==> config.mk <==
export PLATFORM = sky130hd
export DESIGN_NAME = mc_ctrl_unit_flat
export DESIGN_NICKNAME = d
export VERILOG_FILES = /design/src/rtl/mc_ctrl_pkg.sv /design/src/rtl/mc_ctrl_if.sv /design/src/rtl/mc_ctrl_decode.sv /design/src/rtl/mc_ctrl_unit.sv /design/src/flat_wrapper.sv
export SDC_FILE = /design/constraint.sdc
export NUM_CORES = 1
export LEC_CHECK = 0
export BUFFER_PORTS_ARGS = -buffer_cell sky130_fd_sc_hd__buf_2
export CORE_UTILIZATION = 25
export CTS_BUF_LIST = sky130_fd_sc_hd__clkbuf_8
export DETAILED_ROUTE_END_ITERATION = 8
export GPL_TIMING_DRIVEN = 0
export PLACE_DENSITY_LB_ADDON = 0.3
export RECOVER_POWER = 25
export SYNTH_ARGS = -nofsm -noshare
export SYNTH_HDL_FRONTEND = slang
export SYNTH_SLANG_ARGS = --single-unit
==> constraint.sdc <==
create_clock -name clk -period 3.8 [get_ports clk]
set_input_delay 1.14 -clock clk [delete_from_list [all_inputs] [get_ports clk]]
set_output_delay 1.14 -clock clk [all_outputs]
set_load 0.01 [all_outputs]
==> src/rtl/mc_ctrl_pkg.sv <==
// Shared encodings for the multi-cycle CPU control unit: opcodes, FSM states,
// datapath mux selects and the bundled control word.
package mc_ctrl_pkg;

   localparam logic [5:0] OP_ADD   = 6'b000000;
   localparam logic [5:0] OP_SUB   = 6'b000001;
   localparam logic [5:0] OP_ADDIU = 6'b000010;
   localparam logic [5:0] OP_AND   = 6'b010000;
   localparam logic [5:0] OP_ANDI  = 6'b010001;
   localparam logic [5:0] OP_ORI   = 6'b010010;
   localparam logic [5:0] OP_SLL   = 6'b011000;
   localparam logic [5:0] OP_SLT   = 6'b100110;
   localparam logic [5:0] OP_SW    = 6'b110000;
   localparam logic [5:0] OP_LW    = 6'b110001;
   localparam logic [5:0] OP_BEQ   = 6'b110100;
   localparam logic [5:0] OP_BNE   = 6'b110101;
   localparam logic [5:0] OP_BLTZ  = 6'b110110;
   localparam logic [5:0] OP_J     = 6'b111000;
   localparam logic [5:0] OP_JR    = 6'b111001;
   localparam logic [5:0] OP_JAL   = 6'b111010;
   localparam logic [5:0] OP_HALT  = 6'b111111;

   typedef enum logic [2:0] {
      S_IF   = 3'b000,
      S_ID   = 3'b001,
      S_EXE  = 3'b010,
      S_MEM  = 3'b011,
      S_WB   = 3'b100,
      S_HALT = 3'b111
   } state_t;

   localparam logic [1:0] PCSRC_NEXT = 2'b00;
   localparam logic [1:0] PCSRC_BR   = 2'b01;
   localparam logic [1:0] PCSRC_RS   = 2'b10;
   localparam logic [1:0] PCSRC_JMP  = 2'b11;

   localparam logic [1:0] RDST_R31 = 2'b00;
   localparam logic [1:0] RDST_RT  = 2'b01;
   localparam logic [1:0] RDST_RD  = 2'b10;

   localparam logic [2:0] ALU_ADD = 3'b000;
   localparam logic [2:0] ALU_SUB = 3'b001;
   localparam logic [2:0] ALU_AND = 3'b010;
   localparam logic [2:0] ALU_OR  = 3'b011;
   localparam logic [2:0] ALU_SLT = 3'b100;
   localparam logic [2:0] ALU_SLL = 3'b101;

   typedef struct packed {
      logic       pc_wre;
      logic       ir_wre;
      logic       ins_mem_rw;
      logic       ext_sel;
      logic       alu_src_a;
      logic       alu_src_b;
      logic [2:0] alu_op;
      logic       m_rd;
      logic       m_wr;
      logic       db_data_src;
      logic       reg_wre;
      logic [1:0] reg_dst;
      logic       wr_reg_d_src;
      logic [1:0] pc_src;
   } ctrl_t;

endpackage

==> src/rtl/mc_ctrl_if.sv <==
// Control bus between the control unit (master) and the datapath (slave):
// opcode/flags in, mux selects and enables out.
interface mc_ctrl_if #(parameter int OPW = 6);

   logic [OPW-1:0] opcode;
   logic           zero;
   logic           sign;
   logic           PCWre;
   logic           IRWre;
   logic           InsMemRW;
   logic           ExtSel;
   logic           ALUSrcA;
   logic           ALUSrcB;
   logic [2:0]     ALUOp;
   logic           mRD;
   logic           mWR;
   logic           DBDataSrc;
   logic           RegWre;
   logic [1:0]     RegDst;
   logic           WrRegDSrc;
   logic [1:0]     PCSrc;

   modport master (
      input  opcode, zero, sign,
      output PCWre, IRWre, InsMemRW, ExtSel, ALUSrcA, ALUSrcB, ALUOp,
             mRD, mWR, DBDataSrc, RegWre, RegDst, WrRegDSrc, PCSrc
   );

   modport slave (
      output opcode, zero, sign,
      input  PCWre, IRWre, InsMemRW, ExtSel, ALUSrcA, ALUSrcB, ALUOp,
             mRD, mWR, DBDataSrc, RegWre, RegDst, WrRegDSrc, PCSrc
   );

endinterface

==> src/rtl/mc_ctrl_decode.sv <==
// Combinational opcode decoder: instruction group flags, ALU control and
// branch resolution from the ALU zero/sign flags.
module mc_ctrl_decode
   import mc_ctrl_pkg::*;
#(
   parameter int OPW = 6
) (
   input  logic [OPW-1:0] opcode,
   input  logic           zero,
   input  logic           sign,
   output logic           is_rtype,
   output logic           is_itype,
   output logic           is_branch,
   output logic           is_jump,
   output logic           is_mem,
   output logic           is_halt,
   output logic           is_legal,
   output logic           is_load,
   output logic           is_jr,
   output logic           is_jal,
   output logic           br_taken,
   output logic           alu_src_a,
   output logic           alu_src_b,
   output logic           ext_sel,
   output logic [2:0]     alu_op
);

   always_comb begin
      is_rtype  = 1'b0;
      is_itype  = 1'b0;
      is_branch = 1'b0;
      is_jump   = 1'b0;
      is_mem    = 1'b0;
      is_halt   = 1'b0;
      is_load   = 1'b0;
      is_jr     = 1'b0;
      is_jal    = 1'b0;
      br_taken  = 1'b0;
      alu_src_a = 1'b0;
      alu_src_b = 1'b0;
      ext_sel   = 1'b0;
      alu_op    = ALU_ADD;
      case (opcode)
         OPW'(OP_ADD):   is_rtype = 1'b1;
         OPW'(OP_SUB):   begin is_rtype = 1'b1; alu_op = ALU_SUB; end
         OPW'(OP_AND):   begin is_rtype = 1'b1; alu_op = ALU_AND; end
         OPW'(OP_SLT):   begin is_rtype = 1'b1; alu_op = ALU_SLT; end
         OPW'(OP_SLL):   begin is_rtype = 1'b1; alu_op = ALU_SLL; alu_src_a = 1'b1; end
         OPW'(OP_ADDIU): begin is_itype = 1'b1; alu_src_b = 1'b1; ext_sel = 1'b1; end
         OPW'(OP_ANDI):  begin is_itype = 1'b1; alu_src_b = 1'b1; alu_op = ALU_AND; end
         OPW'(OP_ORI):   begin is_itype = 1'b1; alu_src_b = 1'b1; alu_op = ALU_OR; end
         OPW'(OP_SW):    begin is_mem = 1'b1; alu_src_b = 1'b1; ext_sel = 1'b1; end
         OPW'(OP_LW):    begin is_mem = 1'b1; is_load = 1'b1; alu_src_b = 1'b1; ext_sel = 1'b1; end
         OPW'(OP_BEQ):   begin is_branch = 1'b1; alu_op = ALU_SUB; ext_sel = 1'b1; br_taken = zero; end
         OPW'(OP_BNE):   begin is_branch = 1'b1; alu_op = ALU_SUB; ext_sel = 1'b1; br_taken = ~zero; end
         OPW'(OP_BLTZ):  begin is_branch = 1'b1; alu_op = ALU_SUB; ext_sel = 1'b1; br_taken = sign; end
         OPW'(OP_J):     is_jump = 1'b1;
         OPW'(OP_JR):    begin is_jump = 1'b1; is_jr = 1'b1; end
         OPW'(OP_JAL):   begin is_jump = 1'b1; is_jal = 1'b1; end
         OPW'(OP_HALT):  is_halt = 1'b1;
         default: ;
      endcase
      is_legal = is_rtype | is_itype | is_branch | is_jump | is_mem | is_halt;
   end

endmodule

==> src/rtl/mc_ctrl_unit.sv <==
// Multi-cycle CPU control FSM (IF/ID/EXE/MEM/WB). Optional retire counter
// is built when CTRL_RETIRE_CNT_EN is defined.
//
// state  | meaning
// S_IF   | fetch: load IR from instruction memory
// S_ID   | decode; jumps, halt and undefined opcodes resolve here
// S_EXE  | ALU operation; branches resolve here
// S_MEM  | data memory access (lw read, sw write + retire)
// S_WB   | register write-back + retire
// S_HALT | stopped until reset
module mc_ctrl_unit
   import mc_ctrl_pkg::*;
#(
   parameter int OPW    = 6,
   parameter int RCNT_W = 32
) (
   input  logic              clk,
   input  logic              Reset,
   mc_ctrl_if.master         bus
`ifdef CTRL_RETIRE_CNT_EN
   ,
   output logic [RCNT_W-1:0] retire_cnt
`endif
);

   if (RCNT_W < 1) begin : g_bad_rcnt_w
      $error("RCNT_W must be at least 1");
   end

   state_t     state_q;
   state_t     state_d;
   ctrl_t      ctl;

   logic       is_rtype;
   logic       is_itype;
   logic       is_branch;
   logic       is_jump;
   logic       is_mem;
   logic       is_halt;
   logic       is_legal;
   logic       is_load;
   logic       is_jr;
   logic       is_jal;
   logic       br_taken;
   logic       alu_src_a;
   logic       alu_src_b;
   logic       ext_sel;
   logic [2:0] alu_op;

   mc_ctrl_decode #(.OPW(OPW)) u_decode (
      .opcode    (bus.opcode),
      .zero      (bus.zero),
      .sign      (bus.sign),
      .is_rtype  (is_rtype),
      .is_itype  (is_itype),
      .is_branch (is_branch),
      .is_jump   (is_jump),
      .is_mem    (is_mem),
      .is_halt   (is_halt),
      .is_legal  (is_legal),
      .is_load   (is_load),
      .is_jr     (is_jr),
      .is_jal    (is_jal),
      .br_taken  (br_taken),
      .alu_src_a (alu_src_a),
      .alu_src_b (alu_src_b),
      .ext_sel   (ext_sel),
      .alu_op    (alu_op)
   );

   always_ff @(posedge clk) begin
      if (!Reset) state_q <= S_IF;
      else        state_q <= state_d;
   end

   always_comb begin
      state_d = state_q;
      ctl     = '0;

      // ALU control stays stable through MEM/WB so the result and DB remain valid
      if (state_q == S_EXE || state_q == S_MEM || state_q == S_WB) begin
         ctl.ext_sel   = ext_sel;
         ctl.alu_src_a = alu_src_a;
         ctl.alu_src_b = alu_src_b;
         ctl.alu_op    = alu_op;
      end

      case (state_q)
         S_IF: begin
            ctl.ir_wre     = 1'b1;
            ctl.ins_mem_rw = 1'b1;
            state_d        = S_ID;
         end
         S_ID: begin
            if (is_jump) begin
               ctl.pc_wre = 1'b1;
               ctl.pc_src = is_jr ? PCSRC_RS : PCSRC_JMP;
               if (is_jal) begin
                  ctl.reg_wre      = 1'b1;
                  ctl.reg_dst      = RDST_R31;
                  ctl.wr_reg_d_src = 1'b0;
               end
               state_d = S_IF;
            end else if (is_halt) begin
               state_d = S_HALT;
            end else if (!is_legal) begin
               ctl.pc_wre = 1'b1;
               ctl.pc_src = PCSRC_NEXT;
               state_d    = S_IF;
            end else begin
               state_d = S_EXE;
            end
         end
         S_EXE: begin
            if (is_branch) begin
               ctl.pc_wre = 1'b1;
               ctl.pc_src = br_taken ? PCSRC_BR : PCSRC_NEXT;
               state_d    = S_IF;
            end else if (is_mem) begin
               state_d = S_MEM;
            end else if (is_rtype || is_itype) begin
               state_d = S_WB;
            end else begin
               state_d = S_IF;
            end
         end
         S_MEM: begin
            if (is_load) begin
               ctl.m_rd = 1'b1;
               state_d  = S_WB;
            end else begin
               ctl.m_wr   = 1'b1;
               ctl.pc_wre = 1'b1;
               ctl.pc_src = PCSRC_NEXT;
               state_d    = S_IF;
            end
         end
         S_WB: begin
            ctl.reg_wre      = 1'b1;
            ctl.wr_reg_d_src = 1'b1;
            ctl.pc_wre       = 1'b1;
            ctl.pc_src       = PCSRC_NEXT;
            ctl.db_data_src  = is_load;
            ctl.reg_dst      = is_rtype ? RDST_RD : RDST_RT;
            state_d          = S_IF;
         end
         S_HALT: state_d = S_HALT;
         default: state_d = S_IF;
      endcase

      // reset aborts the current cycle: no PC, IR, register or memory writes
      if (!Reset) ctl = '0;
   end

   assign bus.PCWre     = ctl.pc_wre;
   assign bus.IRWre     = ctl.ir_wre;
   assign bus.InsMemRW  = ctl.ins_mem_rw;
   assign bus.ExtSel    = ctl.ext_sel;
   assign bus.ALUSrcA   = ctl.alu_src_a;
   assign bus.ALUSrcB   = ctl.alu_src_b;
   assign bus.ALUOp     = ctl.alu_op;
   assign bus.mRD       = ctl.m_rd;
   assign bus.mWR       = ctl.m_wr;
   assign bus.DBDataSrc = ctl.db_data_src;
   assign bus.RegWre    = ctl.reg_wre;
   assign bus.RegDst    = ctl.reg_dst;
   assign bus.WrRegDSrc = ctl.wr_reg_d_src;
   assign bus.PCSrc     = ctl.pc_src;

`ifdef CTRL_RETIRE_CNT_EN
   always_ff @(posedge clk) begin
      if (!Reset)          retire_cnt <= '0;
      else if (ctl.pc_wre) retire_cnt <= retire_cnt + RCNT_W'(1);
   end
`endif

endmodule

==> src/flat_wrapper.sv <==
// flat-port wrapper written by rule: the top's interface ports become plain ports
module mc_ctrl_unit_flat import mc_ctrl_pkg::*;
#(
   parameter int OPW    = 6,
   parameter int RCNT_W = 32
)
  (clk, Reset, bus_opcode, bus_zero, bus_sign, bus_PCWre, bus_IRWre, bus_InsMemRW, bus_ExtSel, bus_ALUSrcA, bus_ALUSrcB, bus_ALUOp, bus_mRD, bus_mWR, bus_DBDataSrc, bus_RegWre, bus_RegDst, bus_WrRegDSrc, bus_PCSrc);
  mc_ctrl_if #(.OPW(OPW)) bus_i ();
  input  logic clk;
  input  logic Reset;
  input wire logic [$bits(bus_i.opcode)-1:0] bus_opcode;
  input wire logic [$bits(bus_i.zero)-1:0] bus_zero;
  input wire logic [$bits(bus_i.sign)-1:0] bus_sign;
  output wire logic [$bits(bus_i.PCWre)-1:0] bus_PCWre;
  output wire logic [$bits(bus_i.IRWre)-1:0] bus_IRWre;
  output wire logic [$bits(bus_i.InsMemRW)-1:0] bus_InsMemRW;
  output wire logic [$bits(bus_i.ExtSel)-1:0] bus_ExtSel;
  output wire logic [$bits(bus_i.ALUSrcA)-1:0] bus_ALUSrcA;
  output wire logic [$bits(bus_i.ALUSrcB)-1:0] bus_ALUSrcB;
  output wire logic [$bits(bus_i.ALUOp)-1:0] bus_ALUOp;
  output wire logic [$bits(bus_i.mRD)-1:0] bus_mRD;
  output wire logic [$bits(bus_i.mWR)-1:0] bus_mWR;
  output wire logic [$bits(bus_i.DBDataSrc)-1:0] bus_DBDataSrc;
  output wire logic [$bits(bus_i.RegWre)-1:0] bus_RegWre;
  output wire logic [$bits(bus_i.RegDst)-1:0] bus_RegDst;
  output wire logic [$bits(bus_i.WrRegDSrc)-1:0] bus_WrRegDSrc;
  output wire logic [$bits(bus_i.PCSrc)-1:0] bus_PCSrc;
  assign bus_i.opcode = bus_opcode;
  assign bus_i.zero = bus_zero;
  assign bus_i.sign = bus_sign;
  assign bus_PCWre = bus_i.PCWre;
  assign bus_IRWre = bus_i.IRWre;
  assign bus_InsMemRW = bus_i.InsMemRW;
  assign bus_ExtSel = bus_i.ExtSel;
  assign bus_ALUSrcA = bus_i.ALUSrcA;
  assign bus_ALUSrcB = bus_i.ALUSrcB;
  assign bus_ALUOp = bus_i.ALUOp;
  assign bus_mRD = bus_i.mRD;
  assign bus_mWR = bus_i.mWR;
  assign bus_DBDataSrc = bus_i.DBDataSrc;
  assign bus_RegWre = bus_i.RegWre;
  assign bus_RegDst = bus_i.RegDst;
  assign bus_WrRegDSrc = bus_i.WrRegDSrc;
  assign bus_PCSrc = bus_i.PCSrc;
  mc_ctrl_unit #(.OPW(OPW), .RCNT_W(RCNT_W)) u_core (.clk(clk), .Reset(Reset), .bus(bus_i));
endmodule
# Word-level counts from Yosys, hierarchy flattened
# Index checks and enable logic that the tools add are counted.
# word_totals
register_bits	3
in_bits	10
output_inout_bits	18
elab_cells	85
# classes
n_eq_ne	21
n_mux	43
bitwise_logic	6
n_reduce_logical	14
# ops
op	n
equality test 6 bit (second input constant)	10
case mux 3 bit (5 select lines)	2
equality test 6 x 5 -> 1 bit (second input constant)	4
2-to-1 mux 1 bit	21
2-to-1 mux 18 bit	1
2-to-1 mux 3 bit	6
2-to-1 mux 2 bit	6
OR reduction 5 bit	2
OR reduction 3 bit	3
2-to-1 mux 4 bit	2
case mux 4 bit (2 select lines)	1
equality test 3 x 2 -> 1 bit (second input constant)	2
equality test 3 bit (second input constant)	2
equality test 6 x 1 -> 1 bit (second input constant)	1
equality test 6 x 2 -> 1 bit (second input constant)	1
logical NOT 6 bit	1
2-to-1 mux 6 bit	1
OR reduction 6 bit	1
bitwise OR 1 bit	5
case mux 1 bit (4 select lines)	1
case mux 2 bit (2 select lines)	1
OR reduction 2 bit	2
OR reduction 4 bit	1
equality test 3 x 1 -> 1 bit (second input constant)	1
4 further kinds	6

# Logic depth before layout (Yosys ltp)
# Gate-level depths: netlist (run 1).
# depth
depth_word	13
mapped_depth	6
mapped_depth_nobuf	5

# Cells and area by module
# A second synthesis (run 1) with hierarchy kept.
# hier_totals
hier_cells	112
hier_area_um2	780.7
# modules_own_cells
module	instances	cells_each	area_per_inst_um2	seq_area_each_um2
mc_ctrl_unit	1	56	409.1	60.1
mc_ctrl_decode	1	56	371.6	0.0

# Worst setup path before layout (run 1)
# OpenSTA, ideal clock, no wires.
# synth_path
path_type	input to output
from	input port bus_opcode[0]
to	output port bus_PCWre
arrival_ps	2114
required_ps	2660
setup_slack_ps	546
cell_stages	6
n_path_buf	1
cell_sequence	buf_6 > or2_0 > a21oi_2 > o21ai_1 > and4b_1 > o311a_1
# synth_between
elab_chain_len	13
word_cells_on_any_way	41
classes_between	eq/ne (16); mux (14); bitwise (5); reduce/logical (6)
# synth_lines
element	line	source
start, declared	flat_wrapper.sv:11	input wire logic [$bits(bus_i.opcode)-1:0] bus_opcode;
equality test 6 x 5 -> 1 bit (tied with other cells)	mc_ctrl_decode.sv:43	case (opcode)
OR reduction 5 bit (no source line) / OR reduction 3 bit (equally long branches)	--	
2-to-1 mux 1 bit	mc_ctrl_decode.sv:43	
bitwise OR 1 bit (5 in a row)	mc_ctrl_decode.sv:63	is_legal = is_rtype | is_itype | is_branch | is_jump | is_mem | is_halt;
2-to-1 mux 1 bit	mc_ctrl_unit.sv:106	end else if (!is_legal) begin
2-to-1 mux 1 bit	mc_ctrl_unit.sv:104	end else if (is_halt) begin
2-to-1 mux 1 bit	mc_ctrl_unit.sv:95	if (is_jump) begin
case mux 1 bit (4 select lines) *	mc_ctrl_unit.sv:88	case (state_q)
2-to-1 mux 18 bit *	mc_ctrl_unit.sv:152	if (!Reset) ctl = '0;
end, declared	flat_wrapper.sv:14	output wire logic [$bits(bus_i.PCWre)-1:0] bus_PCWre;
# Mark *: on every way between the ends. The rest lies on a longest branch, timed or not.

# Worst setup path after layout (run 1)
# layout_path
from	input port bus_opcode[2]
to	output port bus_PCWre
# Same word-level chain as after synthesis.

==> results.txt, run 1 <==
Run status -> finished, final reports clean
Max Cap Violations -> 0
Vias in the first global route -> 792
Drt via density -> 5.19
Worst path slowest cell -> o311a_1
Drt initial violations -> 51
Biggest register -> u_core.state_q
Crit path launch -> bus_opcode[2]
Die X -> 55.5 microns
Synth Flop Type -> dfxtp_1
Worst min path class -> flop to flop
Sequential share of the synthesized area -> 8.41%
Final worst slack -> 197 ps
Share of the synthesized area in the top cell type -> 8.41%
Total Routed Length -> 2130 microns
Num rows -> 19
First-pass GRT wire length -> 3570 microns
Layout cells sized above 1 -> 27.2%
Final ANT Viol Nets -> 0
CP max stage delay -> 290 ps
Clk sink count -> 3
Met3 usage -> 3.28%
Post-Place Setup Slack -> 228 ps
DR vias -> 923
Resized cells post-CTS -> 0
DIE AREA -> 0.00308 sq mm
Final HPWL DP -> 1690 microns
CP max FO -> 10
FMAX -> 0.278 GHz
Cell mode on critical path -> buf_2
Number of flip-flops in the largest register -> 3
CTS buffer count -> 3
Beginning of the worst hold path -> u_core.state_q[0]$_SDFF_PN0_
Worst setup SP type -> input pin
Rel. slew slack -> 70.7%
Diode count -> 0
Crit path arrival time -> 2460 ps
M2 GR Usage -> 22.7%
CORE AREA -> 0.00273 sq mm
Per-cell routed wire length -> 12.0 microns
Tot Pwr -> 0.188 mW
Top post-synthesis cells by area -> dfxtp_1 8.4%, nand2_1 7.9%, nor2_1 7.4%
Post-Syn Instances -> 118
Max Slew Vio Count -> 0
Initial Utilization -> 26.1%
EDFF count, synth -> 0
PD cells -> 204 mW/mm^2
Kind of critical path -> input pin to output pin
Crit path capture type -> output pin
Yosys warns -> 0
Final setup vio count -> 0
Biggest regs -> u_core.state_q (3)
Reg2Reg Depth -> 5
I/O pins -> 28
Final Hold Viols -> 0
Reg2reg start -> u_core.state_q[2]$_SDFF_PN0_
CTS tree -> built
Commonest cells in the netlist -> 15 x nand2_1, 14 x nor2_1, 10 x nor3_1
Seq cells post-synth -> 3
Clk_skew -> 0.441 ps
Synth unique cells -> 38
Worst-Margin Slew -> 437 ps
Clock Latency Late Sink -> 210 ps
Async set-reset flop share out of synthesis -> 0%
Final worst path period share -> 94.8%
Fin nets -> 158
Die height -> 55.5 microns
RSZ-0062 raised after global routing -> no
Final min period -> 3600 ps
Pre-Repair DR Iteration Count -> 4
Antenna violations before repair -> 0
GRT Overall Usage -> 14.1%
Hold path depth -> 3
Required time of the critical path -> 2660 ps
Clock root cell -> clkbuf_8
M1 GR Usage -> 18.9%
Avg Cell Area, Syn -> 6.05 sq um
Quantity of I/O buffers inserted on ports -> 25
Crit-path cells -> buf_2 > buf_4 > nor2_1 > o21ai_0 > and4b_1 > o311a_1 > buf_2
RD Place Congestion -> 0.839
Leakage power -> 0.427 nW
Area Overhead vs Synth -> 28.5%
Postcts setup bufs -> 0
Syn nets -> 128
# DRC -> 0
Deepest clock path buffer count -> 2
Clk slew on worst S/H paths -> 30 ps
H-Tree Depth -> 1
Remaining Overflow, GRT -> 0
Setup TNS -> 0 ps
Busiest layer in global routing -> met2
# hold bufs at CTS -> 0
VDD IR-drop max -> 0.000151 V
Count leader, synth -> nand2_1
Mapped Area -> 714 sq um
Top cell type by total area after synthesis -> dfxtp_1
Pin count of the biggest net entering global routing -> 11
## routing by layer
metal	routed length, microns	vias up
li1	-	477
met4	0	0
met5	0	-
met2	1010	35
met1	974	411
met3	151	0
## placed cells by master (no fill, tap or decap), types with 4 or more instances in the layout
| master | n |
|---|---|
| clkbuf_1 | 4 |
| nand2b_1 | 5 |
| inv_1 | 5 |
| buf_2 | 27 |
| nor3_1 | 10 |
| nor2_1 | 14 |
| nor2b_1 | 7 |
| nand2_1 | 16 |
| nand3_1 | 5 |
| a21oi_1 | 9 |
## cell families (layout without fill, tap and decap cells)
group | count (synthesis) | count (layout) | share of synthesized area [%]
compound gates | 25 | 25 | 23.3
buf+inv | 16 | 45 | 13.8
flops | 3 | 3 | 8.41
mux | 2 | 2 | 2.80
simple gates | 72 | 72 | 51.7
## critical path: cells and delay by family
kind | cells | cell delay (ps)
and+or+nand+nor | 2 | 410
AOI/OAI and AO/OA | 2 | 480
buffers and inverters | 3 | 420
## path summary, 6_finish.rpt
check,end,slack [ps]
worst max-delay path,bus_PCWre,200
worst max register to register,u_core.state_q[2]$_SDFF_PN0_,2600
worst min register to register,u_core.state_q[2]$_SDFF_PN0_,700
worst min-delay path,u_core.state_q[2]$_SDFF_PN0_,700
## through the flow
step,area [sq um],utilization (%),std cells,hold WS (ps)
after floorplan,714,-,118,633
after global placement,878,32.1,174,702
after detailed placement,878,32.1,174,703
after CTS,923,33.8,178,705
after global routing,918,33.6,178,746
final,918,33.6,178,703
## final cells by class
cell class	count	area, sq um
Buffer	12	83.8
Clock buffer	3	41.3
Clock inverter	1	3.75
Fill cell	307	1820
Inverter	4	15.0
Multi-Input combinational cell	99	553
Sequential cell	3	60.1
Tap cell	31	38.8
Timing Repair Buffer	25	123
## report_power, final
part,switching [mW],internal (mW),total (mW),leakage (nW)
Clock,0.0184,0.0685,0.0869,0.0269
Sequential,0.000878,0.0332,0.0341,0.0245
Combinational,0.0402,0.0266,0.0668,0.376
Total,0.0595,0.128,0.188,0.427
(Power assumes the default switching activity.)
==> run 2, diff against run 1 <==
--- a/config.mk
+++ b/config.mk
@@ -14,4 +14,5 @@
 export RECOVER_POWER = 25
 export SYNTH_ARGS = -nofsm -noshare
 export SYNTH_HDL_FRONTEND = slang
+export SYNTH_HIERARCHICAL = 1
 export SYNTH_SLANG_ARGS = --single-unit
==> run 2 against run 1 <==
  * The run now ends with DRC left
  * Clock skew barely moved
  * Sequential cell count did not move
  * Die area rose by 9.0%
  * Register-to-register slack improved by 70 ps
  * Non-clock buffer count rose by 3
  * Sequential power rose by 2%
  * Synthesized cell count fell by 5.1%
  * Area after synthesis rose by 9.3%
  * Sequential share of layout area fell by 1.1 points
  * Global-route usage fell by 0.53 points
  * Critical endpoint unchanged
  * Highest routed layer unchanged
==> results.txt, run 2 <==
CP max stage delay -> 370 ps
Final HPWL DP -> 1730 microns
Sequential share of the synthesized area -> 7.69%
Clk_skew -> 0.926 ps
Total Routed Length -> 2250 microns
Seq cells post-synth -> 3
DR vias -> 941
RD Place Congestion -> 0.832
Layout cells sized above 1 -> 40.0%
Min-Delay Endpoint -> u_core/state_q[2]$_SDFF_PN0_
CP bufs+invs -> 2
Rel. slew slack -> 76.1%
DIE AREA -> 0.00335 sq mm
Die height -> 57.9 microns
Failing checks -> DRC
Most common cell after layout, fill and taps aside -> buf_2
Final min period -> 3710 ps
Die X -> 57.9 microns
Reg2Reg Depth -> 3
Hold path depth -> 3
CP max FO -> 7
Clock root cell -> clkbuf_8
Initial Utilization -> 27.4%
EDFF count, synth -> 0
Reg2reg start -> u_core/state_q[2]$_SDFF_PN0_
Worst path slowest cell -> nor4b_4
Synth Flop Type -> dfxtp_1
Setup TNS -> 0 ps
Placed cell area -> 945 sq um
H-Tree Depth -> 1
Inst Count DP -> 168
Kind of critical path -> input pin to output pin
FMAX -> 0.270 GHz
Crit-path cells -> clkbuf_4 > nand2b_4 > nor4b_4 > and2_4 > a211oi_1 > o31a_1 > buf_2
Clk slew on worst S/H paths -> 30 ps
Drt initial violations -> 17
Tot Pwr -> 0.204 mW
Final core occ -> 38.4%
Syn nets -> 122
Deepest clock path buffer count -> 2
Multi-input gate area -> 699 sq um
Share of the synthesized area in the top cell type -> 7.69%
# hold bufs at CTS -> 0
Post-Place Setup Slack -> -102 ps
Biggest regs -> u_core/state_q (3)
Pre-Repair DR Iteration Count -> 6
Pin count of the biggest net entering global routing -> 11
Required time of the critical path -> 2660 ps
Crit path capture type -> output pin
Number of flip-flops in the largest register -> 3
Diode count -> 0
Top cell type by total area after synthesis -> dfxtp_1
Run status -> finished with violations
Worst setup SP type -> input pin
Final setup vio count -> 0
Max Slew Vio Count -> 0
Antenna violations before repair -> 0
Count leader, synth -> nor2_1
Yosys warns -> 6
Final ANT Viol Nets -> 0
Clock Latency Late Sink -> 210 ps
Register Area -> 60.1 sq um
Most frequent cells in the layout -> 23 x buf_2, 9 x nor2_1, 7 x buf_4, 7 x nor3_1, 6 x and2_1
Min Hold Slack -> 729 ps
Worst-Margin Slew -> 359 ps
Final worst path period share -> 97.6%
Final worst slack -> 92.6 ps
Delay-heaviest family, CP -> simple AND/OR/NAND/NOR gates
R2R setup slack -> 2670 ps
Avg Cell Area, Syn -> 6.97 sq um
Async set-reset flop share out of synthesis -> 0%
Worst min path class -> flop to flop
I/O pins -> 28
Biggest register -> u_core/state_q
Quantity of I/O buffers inserted on ports -> 25
Vias in the first global route -> 836
Fill cells -> 302
Post-Syn Instances -> 112
R2r endpoint -> u_core/state_q[0]$_SDFF_PN0_
Leakage power -> 0.479 nW
Num rows -> 19
PD cells -> 186 mW/mm^2
Mapped Area -> 781 sq um
CORE AREA -> 0.00285 sq mm
Final Hold Viols -> 0
Per-cell routed wire length -> 12.8 microns
Remaining Overflow, GRT -> 0
Beginning of the worst hold path -> u_core/state_q[0]$_SDFF_PN0_
Drt via density -> 5.35
Area Overhead vs Synth -> 40.4%
Clk sink count -> 3
Synth unique cells -> 47
GRT Overall Usage -> 13.5%
Max Cap Violations -> 0
Final Cell Area -> 0.00110 sq mm
# DRC -> 1
CTS buffer count -> 3
Crit path launch -> bus_opcode[1]
Crit path arrival time -> 2570 ps
VDD IR-drop max -> 0.000162 V
Top post-synthesis cells by area -> dfxtp_1 7.7%, and2_1 5.6%, nor3_1 5.1%
Post-Layout Cell Count -> 176
Fin nets -> 156
Commonest cells in the netlist -> 9 x nor2_1, 8 x nor3_1, 7 x and2_1, 7 x nand2_1
CTS tree -> built
First-pass GRT wire length -> 3640 microns
[run 2: worst max path at each step]
stage / end / slack [ps] / cells after the start
after floorplan: bus_PCWre / 320 / 8
after global placement: bus_PCWre / -40 / 10
after detailed placement: bus_PCWre / -100 / 8
after CTS: bus_PCWre / 8 / 8
after global routing: bus_PCWre / -10 / 9
final: bus_PCWre / 90 / 7
[run 2: area by class of cell]
cell class,count,area share (%)
sequential,3,5.48
buffer,11,8.22
clock inverter,1,0.342
timing repair buffer,29,14.2
clock buffer,3,3.77
inverter,2,0.685
tap,31,3.54
multi-input combinational,96,63.8
[run 2: per-layer routing]
metal	vias to the layer above	track usage [%]	share of wire, %
li1	490	-	-
met1	435	17.2	48
met2	16	24.1	49
met3	0	1.12	2.6
met4	0	4.08	0
met5	-	0	0
[run 2: power by group]
group | switching [mW] | internal, mW
logic | 0.0437 | 0.0366
registers | 0.00166 | 0.0333
clock network | 0.0201 | 0.0687
total | 0.0655 | 0.139
[run 2: worst reg2reg max path: cells and delay by family, from the launching register on]
family / cells / cell delay (ps)
AO/OA/AOI/OAI: 2 / 360
flip-flops: 1 / 410
buffers and inverters: 1 / 250
[run 2: kinds of logic after synthesis]
kind of cell    synth area share, %
flops                          7.69
simple gates                   53.7
mux                            3.85
buf+inv                        9.77
compound gates                 25.0
[run 2: what timing repair did]
item	CTS	global route
pin swaps	0	5
gates cloned	0	0
buffers inserted	0	4
setup endpoints to repair	1	3
gates resized for setup	7	17
==> run 3, diff against run 2 <==
--- a/config.mk
+++ b/config.mk
@@ -7,7 +7,6 @@
 export LEC_CHECK = 0
 export BUFFER_PORTS_ARGS = -buffer_cell sky130_fd_sc_hd__buf_2
 export CORE_UTILIZATION = 25
-export CTS_BUF_LIST = sky130_fd_sc_hd__clkbuf_8
 export DETAILED_ROUTE_END_ITERATION = 8
 export GPL_TIMING_DRIVEN = 0
 export PLACE_DENSITY_LB_ADDON = 0.3
==> run 3 against run 2 <==
  * The flow still finishes with violations (DRC)
  * Sequential share of layout area is 0.095 points higher
  * Clock power is 39% lower
  * Sequential cell count stayed put
  * Global-route usage is 0.28 points lower
  * Maximum frequency hardly changed
  * Hold slack better by 0.96 ps
  * Critical path type unchanged
  * Critical endpoint unchanged
==> results.txt, run 3 (synthesized netlist as in run 2, its figures left out) <==
Run status -> finished with violations
Failing checks -> DRC
Number of flip-flops in the largest register -> 3
Die X -> 57.9 microns
CP bufs+invs -> 2
VDD IR-drop max -> 0.000111 V
Post-Layout Cell Count -> 176
Drt via density -> 5.36
Drt initial violations -> 15
Required time of the critical path -> 2660 ps
Worst-Margin Slew -> 359 ps
# hold bufs at CTS -> 0
RD Place Congestion -> 0.832
Clk slew on worst S/H paths -> 40 ps
Initial Utilization -> 27.4%
Pre-Repair DR Iteration Count -> 6
Inst Count DP -> 168
DIE AREA -> 0.00335 sq mm
First-pass GRT wire length -> 3620 microns
CORE AREA -> 0.00285 sq mm
DR vias -> 943
Area Overhead vs Synth -> 38.0%
CTS tree -> built
CP max FO -> 7
Remaining Overflow, GRT -> 0
Leakage power -> 0.468 nW
Worst min path class -> flop to flop
PD cells -> 157 mW/mm^2
Diode count -> 0
FMAX -> 0.270 GHz
Tot Pwr -> 0.170 mW
Max Cap Violations -> 0
# DRC -> 1
Die height -> 57.9 microns
Clock Latency Late Sink -> 230 ps
Most common cell after layout, fill and taps aside -> buf_2
Worst path slowest cell -> nor4b_4
Crit path capture type -> output pin
Final worst path period share -> 97.5%
Fin nets -> 156
Final core occ -> 37.8%
Pin count of the biggest net entering global routing -> 11
Final HPWL DP -> 1730 microns
Per-cell routed wire length -> 12.7 microns
GRT Overall Usage -> 13.2%
Biggest register -> u_core/state_q
Vias in the first global route -> 843
Num rows -> 19
Worst setup SP type -> input pin
Total Routed Length -> 2230 microns
Most frequent cells in the layout -> 23 x buf_2, 9 x nor2_1, 7 x buf_4, 7 x nor3_1, 6 x and2_1
Final Hold Viols -> 0
Final Cell Area -> 0.00108 sq mm
Clk sink count -> 3
Rel. slew slack -> 76.1%
Max Slew Vio Count -> 0
Quantity of I/O buffers inserted on ports -> 25
Antenna violations before repair -> 0
Placed cell area -> 945 sq um
I/O pins -> 28
Biggest regs -> u_core/state_q (3)
Final setup vio count -> 0
H-Tree Depth -> 1
Final min period -> 3710 ps
Crit path arrival time -> 2570 ps
Crit-path cells -> clkbuf_4 > nand2b_4 > nor4b_4 > and2_4 > a211oi_1 > o31a_1 > buf_2
Clock root cell -> clkbuf_4
Clk_skew -> 0.451 ps
Delay-heaviest family, CP -> simple AND/OR/NAND/NOR gates
Layout cells sized above 1 -> 40.0%
Deepest clock path buffer count -> 2
CP max stage delay -> 370 ps
Kind of critical path -> input pin to output pin
CTS buffer count -> 3
Final ANT Viol Nets -> 0
run 3: cell types whose count changed in the layout (fill, tap and decap cells not counted), sizes merged:
cell,previous run,this run
clkbuf,9,10
inv,3,2
run 3: area by class of cell:
class                           instances  area (sq um)
Fill cell                             303          1780
Multi-Input combinational cell         96           699
Timing Repair Buffer                   29           155
Buffer                                 11          90.1
Sequential cell                         3          60.1
Tap cell                               31          38.8
Clock buffer                            4          26.3
Inverter                                2          7.51
run 3: metal layers:
| layer | part of all wire, % | GRT usage [%] | up-vias |
|---|---|---|---|
| li1 | - | - | 488 |
| met1 | 48 | 17.1 | 439 |
| met2 | 50 | 24.3 | 16 |
| met3 | 2.6 | 0.446 | 0 |
| met4 | 0 | 3.06 | 0 |
| met5 | 0 | 0 | - |
run 3: worst min-delay path: stages, from the launching register on:
cell and delay (ps):
dfxtp_1 330, buf_6 150, nand2_1 100, o21ai_1 100
run 3: what timing repair did:
action,4_1_cts,5_1_grt
setup buffers,0,4
setup endpoints to repair,1,3
gates resized for setup,7,17
pin swaps,0,5
run 3: metrics by stage:
step                hold WS, ps  setup slack [ps]  setup TNS [ps]
finish                      730              93.1               0
global route                796             -13.8           -13.8
CTS                         726              8.41               0
detailed placement          724              -102            -102
global placement            694             -38.5           -38.5
floorplan                   638               324               0
run 3: where the power goes:
part / leakage [nW] / internal, mW / switching, mW
Sequential: 0.0246 / 0.0332 / 0.00166
Combinational: 0.428 / 0.0366 / 0.0437
Clock: 0.0150 / 0.0393 / 0.0151
run 3: worst paths after layout:
path / startpoint / end / slack [ps] / cells after the start
worst max-delay path: bus_opcode[1] / bus_PCWre / 90 / 7
worst min register to register: u_core/state_q[0]$_SDFF_PN0_ / u_core/state_q[2]$_SDFF_PN0_ / 730 / 3
worst min-delay path: u_core/state_q[0]$_SDFF_PN0_ / u_core/state_q[2]$_SDFF_PN0_ / 730 / 3
worst max register to register: u_core/state_q[2]$_SDFF_PN0_ / u_core/state_q[0]$_SDFF_PN0_ / 2670 / 3
